File: src/rtl/ad9434_spi_target.sv
// AD9434-style SPI control-port responder: 24-bit frames (16-bit instr + 8-bit data), shadow/active regs.
// Latency: pins act SYNC_STAGES+1 clk after they change; no backpressure, the SPI master owns all timing.
module ad9434_spi_target #(
  parameter int unsigned SYNC_STAGES = 2,
  parameter logic [7:0]  CHIP_ID     = 8'h6A,
  parameter logic [7:0]  CHIP_GRADE  = 8'h00
) (
  input  logic       clk,
  input  logic       rst,
  input  logic       i_sclk,
  input  logic       i_csb,
  input  logic       i_sdi,
  output logic       o_sdo,
  output logic       o_sdo_oe,
  output logic [7:0] o_output_mode,
  output logic [7:0] o_ovr_cfg,
  output logic [7:0] o_flex_vref,
  output logic [7:0] o_test_io,
  output logic       o_update,
  output logic       o_frame_err
);

  typedef enum logic [2:0] {S_IDLE, S_INSTR, S_WDATA, S_RDATA, S_SKIP} state_t;

  localparam int unsigned NREG = 11;
  localparam logic [3:0] SL_00 = 4'd0, SL_0D = 4'd1, SL_14 = 4'd3, SL_18 = 4'd7;
  localparam logic [3:0] SL_2A = 4'd8, SL_FF = 4'd10, SL_NONE = 4'd15;

  function automatic logic [3:0] slot_of(input logic [12:0] a);
    case (a)
      13'h000: slot_of = SL_00;
      13'h00D: slot_of = SL_0D;
      13'h00F: slot_of = 4'd2;
      13'h014: slot_of = SL_14;
      13'h015: slot_of = 4'd4;
      13'h016: slot_of = 4'd5;
      13'h017: slot_of = 4'd6;
      13'h018: slot_of = SL_18;
      13'h02A: slot_of = SL_2A;
      13'h02C: slot_of = 4'd9;
      13'h0FF: slot_of = SL_FF;
      default: slot_of = SL_NONE;
    endcase
  endfunction

  function automatic logic [7:0] rst_val(input logic [3:0] s);
    case (s)
      SL_00:   rst_val = 8'h18;
      SL_2A:   rst_val = 8'h01;
      default: rst_val = 8'h00;
    endcase
  endfunction

  logic [SYNC_STAGES-1:0] sclk_sync_q, sclk_sync_d;
  logic [SYNC_STAGES-1:0] csb_sync_q, csb_sync_d;
  logic [SYNC_STAGES-1:0] sdi_sync_q, sdi_sync_d;
  logic       sclk_q, sclk_d, armed_q, armed_d;
  logic       sclk_s, csb_s, sdi_s, rise, fall;
  state_t     state_q, state_d;
  logic [4:0] bitcnt_q, bitcnt_d;
  logic [14:0] instr_q, instr_d;
  logic [12:0] addr_q, addr_d;
  logic [6:0] data_q, data_d;
  logic [7:0] rd_shift_q, rd_shift_d;
  logic [2:0] rd_cnt_q, rd_cnt_d;
  logic       sdo_q, sdo_d, sdo_oe_q, sdo_oe_d;
  logic       update_q, update_d, frame_err_q, frame_err_d;
  logic [7:0] shadow_q [NREG];
  logic [7:0] shadow_d [NREG];
  logic [7:0] act_om_q, act_om_d, act_ovr_q, act_ovr_d;
  logic [7:0] act_fv_q, act_fv_d, act_tio_q, act_tio_d;
  logic [15:0] instr_full;
  logic [7:0] wr_full, rd_val;
  logic [3:0] rd_slot, wr_slot;

  assign sclk_s = sclk_sync_q[SYNC_STAGES-1];
  assign csb_s  = csb_sync_q[SYNC_STAGES-1];
  assign sdi_s  = sdi_sync_q[SYNC_STAGES-1];
  assign rise   = sclk_s & ~sclk_q;
  assign fall   = ~sclk_s & sclk_q;

  always_comb begin
    sclk_sync_d = {sclk_sync_q[SYNC_STAGES-2:0], i_sclk};
    csb_sync_d  = {csb_sync_q[SYNC_STAGES-2:0], i_csb};
    sdi_sync_d  = {sdi_sync_q[SYNC_STAGES-2:0], i_sdi};
    sclk_d      = sclk_s;
    // Only start frames after csb has been seen high, so a frame cut by rst is ignored to its end.
    armed_d     = armed_q | csb_s;
    state_d     = state_q;
    bitcnt_d    = bitcnt_q;
    instr_d     = instr_q;
    addr_d      = addr_q;
    data_d      = data_q;
    rd_shift_d  = rd_shift_q;
    rd_cnt_d    = rd_cnt_q;
    sdo_d       = sdo_q;
    sdo_oe_d    = sdo_oe_q;
    update_d    = 1'b0;
    frame_err_d = 1'b0;
    shadow_d    = shadow_q;
    act_om_d    = act_om_q;
    act_ovr_d   = act_ovr_q;
    act_fv_d    = act_fv_q;
    act_tio_d   = act_tio_q;

    instr_full = {instr_q, sdi_s};
    wr_full    = {data_q, sdi_s};
    rd_slot    = slot_of(instr_full[12:0]);
    wr_slot    = slot_of(addr_q);
    rd_val     = 8'h00;
    if (instr_full[12:0] == 13'h001) rd_val = CHIP_ID;
    else if (instr_full[12:0] == 13'h002) rd_val = CHIP_GRADE;
    else begin
      for (int i = 0; i < NREG; i++) if (rd_slot == 4'(i)) rd_val = shadow_q[i];
    end

    if (state_q != S_IDLE && csb_s) begin
      state_d  = S_IDLE;
      bitcnt_d = '0;
      sdo_d    = 1'b0;
      sdo_oe_d = 1'b0;
      if (state_q != S_SKIP) frame_err_d = 1'b1;
    end else begin
      case (state_q)
        S_IDLE: begin
          if (!csb_s && armed_q) begin
            state_d  = S_INSTR;
            bitcnt_d = '0;
          end
        end
        S_INSTR: begin
          if (rise) begin
            instr_d  = instr_full[14:0];
            bitcnt_d = bitcnt_q + 5'd1;
            if (bitcnt_q == 5'd15) begin
              addr_d = instr_full[12:0];
              if (instr_full[14:13] != 2'b00) begin
                frame_err_d = 1'b1;
                state_d     = S_SKIP;
              end else if (instr_full[15]) begin
                rd_shift_d = rd_val;
                rd_cnt_d   = '0;
                state_d    = S_RDATA;
              end else begin
                state_d = S_WDATA;
              end
            end
          end
        end
        S_WDATA: begin
          if (rise) begin
            data_d   = wr_full[6:0];
            bitcnt_d = bitcnt_q + 5'd1;
            if (bitcnt_q == 5'd23) begin
              state_d = S_SKIP;
              if (wr_slot == SL_00 && (wr_full[5] || wr_full[2])) begin
                for (int i = 0; i < NREG; i++) shadow_d[i] = rst_val(4'(i));
                act_om_d  = rst_val(SL_14);
                act_ovr_d = rst_val(SL_2A);
                act_fv_d  = rst_val(SL_18);
                act_tio_d = rst_val(SL_0D);
              end else if (wr_slot == SL_FF) begin
                // Transfer bit self-clears in the same clk that loads the active set.
                shadow_d[SL_FF] = {wr_full[7:1], 1'b0};
                if (wr_full[0]) begin
                  act_om_d  = shadow_q[SL_14];
                  act_ovr_d = shadow_q[SL_2A];
                  act_fv_d  = shadow_q[SL_18];
                  act_tio_d = shadow_q[SL_0D];
                  update_d  = 1'b1;
                end
              end else if (wr_slot == SL_00) begin
                shadow_d[SL_00] = wr_full & 8'hDB;
              end else begin
                for (int i = 0; i < NREG; i++) if (wr_slot == 4'(i)) shadow_d[i] = wr_full;
              end
            end
          end
        end
        S_RDATA: begin
          if (fall) begin
            sdo_d      = rd_shift_q[7];
            sdo_oe_d   = 1'b1;
            rd_shift_d = {rd_shift_q[6:0], 1'b0};
            rd_cnt_d   = rd_cnt_q + 3'd1;
            if (rd_cnt_q == 3'd7) state_d = S_SKIP;
          end
        end
        default: ;
      endcase
    end
  end

  always_ff @(posedge clk) begin
    if (rst) begin
      sclk_sync_q <= '0;
      csb_sync_q  <= '0;
      sdi_sync_q  <= '0;
      sclk_q      <= 1'b0;
      armed_q     <= 1'b0;
      state_q     <= S_IDLE;
      bitcnt_q    <= '0;
      instr_q     <= '0;
      addr_q      <= '0;
      data_q      <= '0;
      rd_shift_q  <= '0;
      rd_cnt_q    <= '0;
      sdo_q       <= 1'b0;
      sdo_oe_q    <= 1'b0;
      update_q    <= 1'b0;
      frame_err_q <= 1'b0;
      for (int i = 0; i < NREG; i++) shadow_q[i] <= rst_val(4'(i));
      act_om_q    <= rst_val(SL_14);
      act_ovr_q   <= rst_val(SL_2A);
      act_fv_q    <= rst_val(SL_18);
      act_tio_q   <= rst_val(SL_0D);
    end else begin
      sclk_sync_q <= sclk_sync_d;
      csb_sync_q  <= csb_sync_d;
      sdi_sync_q  <= sdi_sync_d;
      sclk_q      <= sclk_d;
      armed_q     <= armed_d;
      state_q     <= state_d;
      bitcnt_q    <= bitcnt_d;
      instr_q     <= instr_d;
      addr_q      <= addr_d;
      data_q      <= data_d;
      rd_shift_q  <= rd_shift_d;
      rd_cnt_q    <= rd_cnt_d;
      sdo_q       <= sdo_d;
      sdo_oe_q    <= sdo_oe_d;
      update_q    <= update_d;
      frame_err_q <= frame_err_d;
      for (int i = 0; i < NREG; i++) shadow_q[i] <= shadow_d[i];
      act_om_q    <= act_om_d;
      act_ovr_q   <= act_ovr_d;
      act_fv_q    <= act_fv_d;
      act_tio_q   <= act_tio_d;
    end
  end

  assign o_sdo         = sdo_q;
  assign o_sdo_oe      = sdo_oe_q;
  assign o_update      = update_q;
  assign o_frame_err   = frame_err_q;
  assign o_output_mode = act_om_q;
  assign o_ovr_cfg     = act_ovr_q;
  assign o_flex_vref   = act_fv_q;
  assign o_test_io     = act_tio_q;

endmodule

File: config.mk
export PLATFORM = sky130hd
export DESIGN_NAME = ad9434_spi_target
export DESIGN_NICKNAME = d
export VERILOG_FILES = /design/src/rtl/ad9434_spi_target.sv
export SDC_FILE = /design/constraint.sdc
export NUM_CORES = 1
export LEC_CHECK = 0
export CAP_MARGIN = 5
export CORE_ASPECT_RATIO = 1.5
export CORE_MARGIN = 2
export CORE_UTILIZATION = 25
export CTS_CLUSTER_SIZE = 28
export DETAILED_ROUTE_END_ITERATION = 12
export GPL_TIMING_DRIVEN = 0
export PLACE_DENSITY = 0.46
export RECOVER_POWER = 50
export SLEW_MARGIN = 20
export SYNTH_ARGS = -nofsm -noshare
export SYNTH_HDL_FRONTEND = slang
export SYNTH_SLANG_ARGS = --single-unit
File: constraint.sdc
create_clock -name clk -period 2.7 [get_ports clk]
set_clock_uncertainty 0.1 [all_clocks]
set_input_delay 0.405 -clock clk [delete_from_list [all_inputs] [get_ports clk]]
set_output_delay 0.405 -clock clk [all_outputs]
set_load 0.05 [all_outputs]
==> summary.md <==
| Metric | Value |
|---|---|
| Startpoint Class | `flop` |
| EDFF count, synth | `0` |
| Avg WL per Cell | `20.9 microns` |
| HPWL after DPL | `22.5 mm` |
| ANT cells | `0` |
| Worst Path Buf+Inv | `0` |
| Clock root cell | `clkbuf_16` |
| Synthesis-stage register bit count | `183` |
| Commonest cells after routing, fill and taps aside | `nor2_1, dfxtp_1, mux2i_1` |
| PortBufs | `40` |
| Hold Crit Class | `reg2reg` |
| Final std cells w/o fill | `1,483` |
| CP max-delay cell | `or4_4` |
| Max_slew headroom | `38.8%` |
| Most common cell after layout, fill and taps aside | `nor2_1` |
| Number of global-route vias before repair | `7,635` |
| Run status | `finished, violations left` |
| Delay-heaviest family, CP | `compound AO/OA/AOI/OAI gates` |
| Fmax | `365 MHz` |
| Syn Nets | `961` |
| CTS tree | `done` |
| Initial antenna violation count | `0` |
| Final setup vio count | `4` |
| Num rows | `82` |
| Vias/cell | `5.17` |
| Layout Nets | `1,059` |
| Core area | `33,500 sq um` |
| RSZ-0062 raised after global routing | `true` |
| Critical Path Max Stage Delay | `0.58 ns` |
| Layout cells sized above 1 | `21.7%` |
| Worst ir drop on vdd | `0.505 mV` |
| Min Clock Period, post-route | `2.74 ns` |
| H-Tree Level Count | `4` |
| Worst Hold Launch | `csb_sync_q[0]` |
| Wirelength, routed | `31.0 mm` |
| Syn Area/Cell | `8.96 sq um` |
| Leakage Power | `4.32 nW` |
| Slew @ Worst Pin | `0.917 ns` |
| Crit path max fanout | `5` |
| Hold Path End | `csb_sync_q[1]` |
| Die ar. | `35,600 sq um` |
| Routed via count | `7,672` |
| CP Capture Type | `flop` |
| Period utilization | `101%` |
| Post-route ant nets | `0` |
| Num ports | `41` |
| Netlist cell types | `86` |
| Clock slew at reported path FFs | `0.07 ns` |
| Total gr overflow | `0` |
| Cell Area, Synth | `8530 sq um` |
| Largest net degree at the start of global routing | `17` |
| Hold depth | `1` |
| Failing checks | `negative setup slack` |
| Initial drt markers | `452` |
| # fillers | `3,398` |
| First-pass GRT wire length | `47.1 mm` |
| Crit path cell chain | `or4_4, or2_4, a31o_4, mux2_4, a221o_1, o31ai_4, a211oi_2` |
| # DRC | `0` |
| Worst skew pair latency | `0.46 ns` |
| Placed Instance Area | `9460 sq um` |
| FF-to-FF End | `rd_shift_q[7]` |
| Worst Reg2Reg Path Length in Cells | `7` |
| Max Slew Vio Count | `0` |
| Cells after Synth | `952` |
| Design Area, Final | `11,300 sq um` |
| Inserted Clock Buffers | `17` |
| Pwr dens | `498 nW/um^2` |
| Tot GR Track Use | `17.5%` |
| Area grow syn2layout | `32.2%` |
| Proportion of synthesized chip area in sequential cells | `43.0%` |
| Data arrival, critical path | `2.95 ns` |
| Worst R2R Setup Slack | `-0.04 ns` |
| Post-CTS Hold Fix Bufs | `0` |
| GPL Wtd Cong | `0.960` |
| Prevailing post-synth register cell | `dfxtp_1` |
| Crit Path Category | `reg2reg` |
| Fraction of registers with async set/reset | `0%` |
| Max clock buf depth | `2` |
| Flip-flop and latch area | `3700 sq um` |
| Die Span Y | `230 microns` |
| Fin. Hold Viols | `0` |
| Worst Path Required | `2.91 ns` |
| R2r startpoint | `instr_q[9]` |
| Multi-input gate area | `5210 sq um` |
| Clock sink count | `183` |
| Fin worst setup slack | `-0.0390 ns` |
| Yosys warns | `0` |
| Initial Util | `25.4%` |
| Placed Cells | `1,412` |
| Die W | `155 microns` |
| Drt pass-1 iters | `5` |
| Max-cap violations | `0` |
final cells by class:
class	count	share of cell area [%]
repair buffers	90	7.96
multi-input cells	695	46.2
plain buffers	52	2.66
flip-flops and latches	183	32.9
clock inverters	13	1.28
clock buffers	19	4.02
well taps	420	4.66
inverters	11	0.366
timing repair:
item                                    CTS  global route
gates resized for setup                 117            80
buffers inserted                         28            21
pin swaps                                36            25
cloned                                    0             1
endpoints found under the setup margin  118           139
logic make-up (layout without fill, tap and decap cells):
family | count (synthesis) | in the layout | synth area share, %
buf+inv | 74 | 185 | 3.48
flops | 183 | 183 | 43.0
xor+xnor | 4 | 4 | 0.411
compound gates | 175 | 175 | 15.6
fa+ha+maj | 4 | 4 | 0.587
mux | 114 | 114 | 13.4
simple gates | 398 | 398 | 23.5
routing by layer:
layer  part of all wire [%]  routed length (microns)  GRT usage (%)
met5                      0                        0              0
met4                    5.2                     1600           9.66
met3                    3.0                      938           2.56
met2                     51                    16000           31.5
met1                     40                    12500           19.8
registers in the layout, summed over array words and instances, names as in the netlist, 2 cells and up:
| signal | flops |
|---|---|
| addr_q | 13 |
| bitcnt_q | 5 |
| csb_sync_q | 2 |
| data_q | 7 |
| instr_q | 15 |
| o_flex_vref | 8 |
| o_output_mode | 8 |
| o_ovr_cfg | 8 |
| o_test_io | 8 |
| rd_cnt_q | 3 |
| rd_shift_q | 8 |
| sclk_sync_q | 2 |
| sdi_sync_q | 2 |
| shadow_q | 85 |
| state_q | 3 |
synth_stat cells, types with 3 or more instances:
library cell / count / share of area (%)
nor2_1: 191 / 8.4
dfxtp_1: 183 / 43
mux2i_1: 110 / 13
clkbuf_1: 45 / 2.0
nand2_1: 45 / 2.0
a22oi_1: 34 / 3.0
a21oi_1: 28 / 1.6
nor3_1: 20 / 1.2
nand3_1: 18 / 1.1
o21ai_0: 17 / 1.0
nor4_1: 15 / 1.1
nor2b_1: 14 / 1.0
or3_1: 13 / 0.95
buf_2: 12 / 0.70
nand4_1: 12 / 0.88
inv_1: 10 / 0.44
nand2b_1: 10 / 0.73
and3_1: 9 / 0.66
a211oi_1: 8 / 0.70
a22o_1: 8 / 0.82
and2_1: 8 / 0.59
o21bai_1: 6 / 0.53
a21o_1: 5 / 0.44
and4_1: 5 / 0.51
buf_1: 5 / 0.22
a221o_1: 4 / 0.47
a221oi_1: 4 / 0.41
a311o_1: 4 / 0.47
a311oi_1: 4 / 0.41
a31oi_1: 4 / 0.29
ha_1: 4 / 0.59
o2111ai_1: 4 / 0.41
o21ai_1: 4 / 0.23
o22ai_1: 4 / 0.29
o31ai_1: 4 / 0.35
a2111oi_0: 3 / 0.31
a222oi_1: 3 / 0.35
mux2_2: 3 / 0.40
o211ai_1: 3 / 0.26
o21a_1: 3 / 0.26
stage by stage:
stage	power, mW	hold WS (ns)	util (%)	worst slack [ns]	setup TNS [ns]
5_1_grt	5.81	0.364	33.6	-0.0932	-2.53
4_1_cts	5.68	0.348	32.3	-0.0173	-0.0304
6_report	5.61	0.342	33.6	-0.0390	-0.0950
3_3_place_gp	3.10	0.327	28.2	-0.992	-74.88
3_5_place_dp	3.10	0.324	28.2	-0.913	-73.41
2_1_floorplan	3.00	0.314	-	0.0533	0
how the worst max path moves through the flow:
stage               start             to  slack [ns]  cells after the start
3_5_place_dp   instr_q[7]  rd_shift_q[3]       -0.91                      7
2_1_floorplan   addr_q[5]   shadow_q[71]        0.05                      7
5_1_grt        instr_q[9]  rd_shift_q[5]       -0.09                      9
3_3_place_gp   instr_q[7]  rd_shift_q[3]       -0.99                      7
4_1_cts        instr_q[3]  rd_shift_q[7]       -0.02                      8
6_report       instr_q[9]  rd_shift_q[7]       -0.04                      7
power breakdown:
group          switching (mW)  internal (mW)
logic                   0.214          0.105
clock network            1.14           1.42
registers              0.0235           2.72
total                    1.37           4.24
Power figures use the tool's default switching activity.
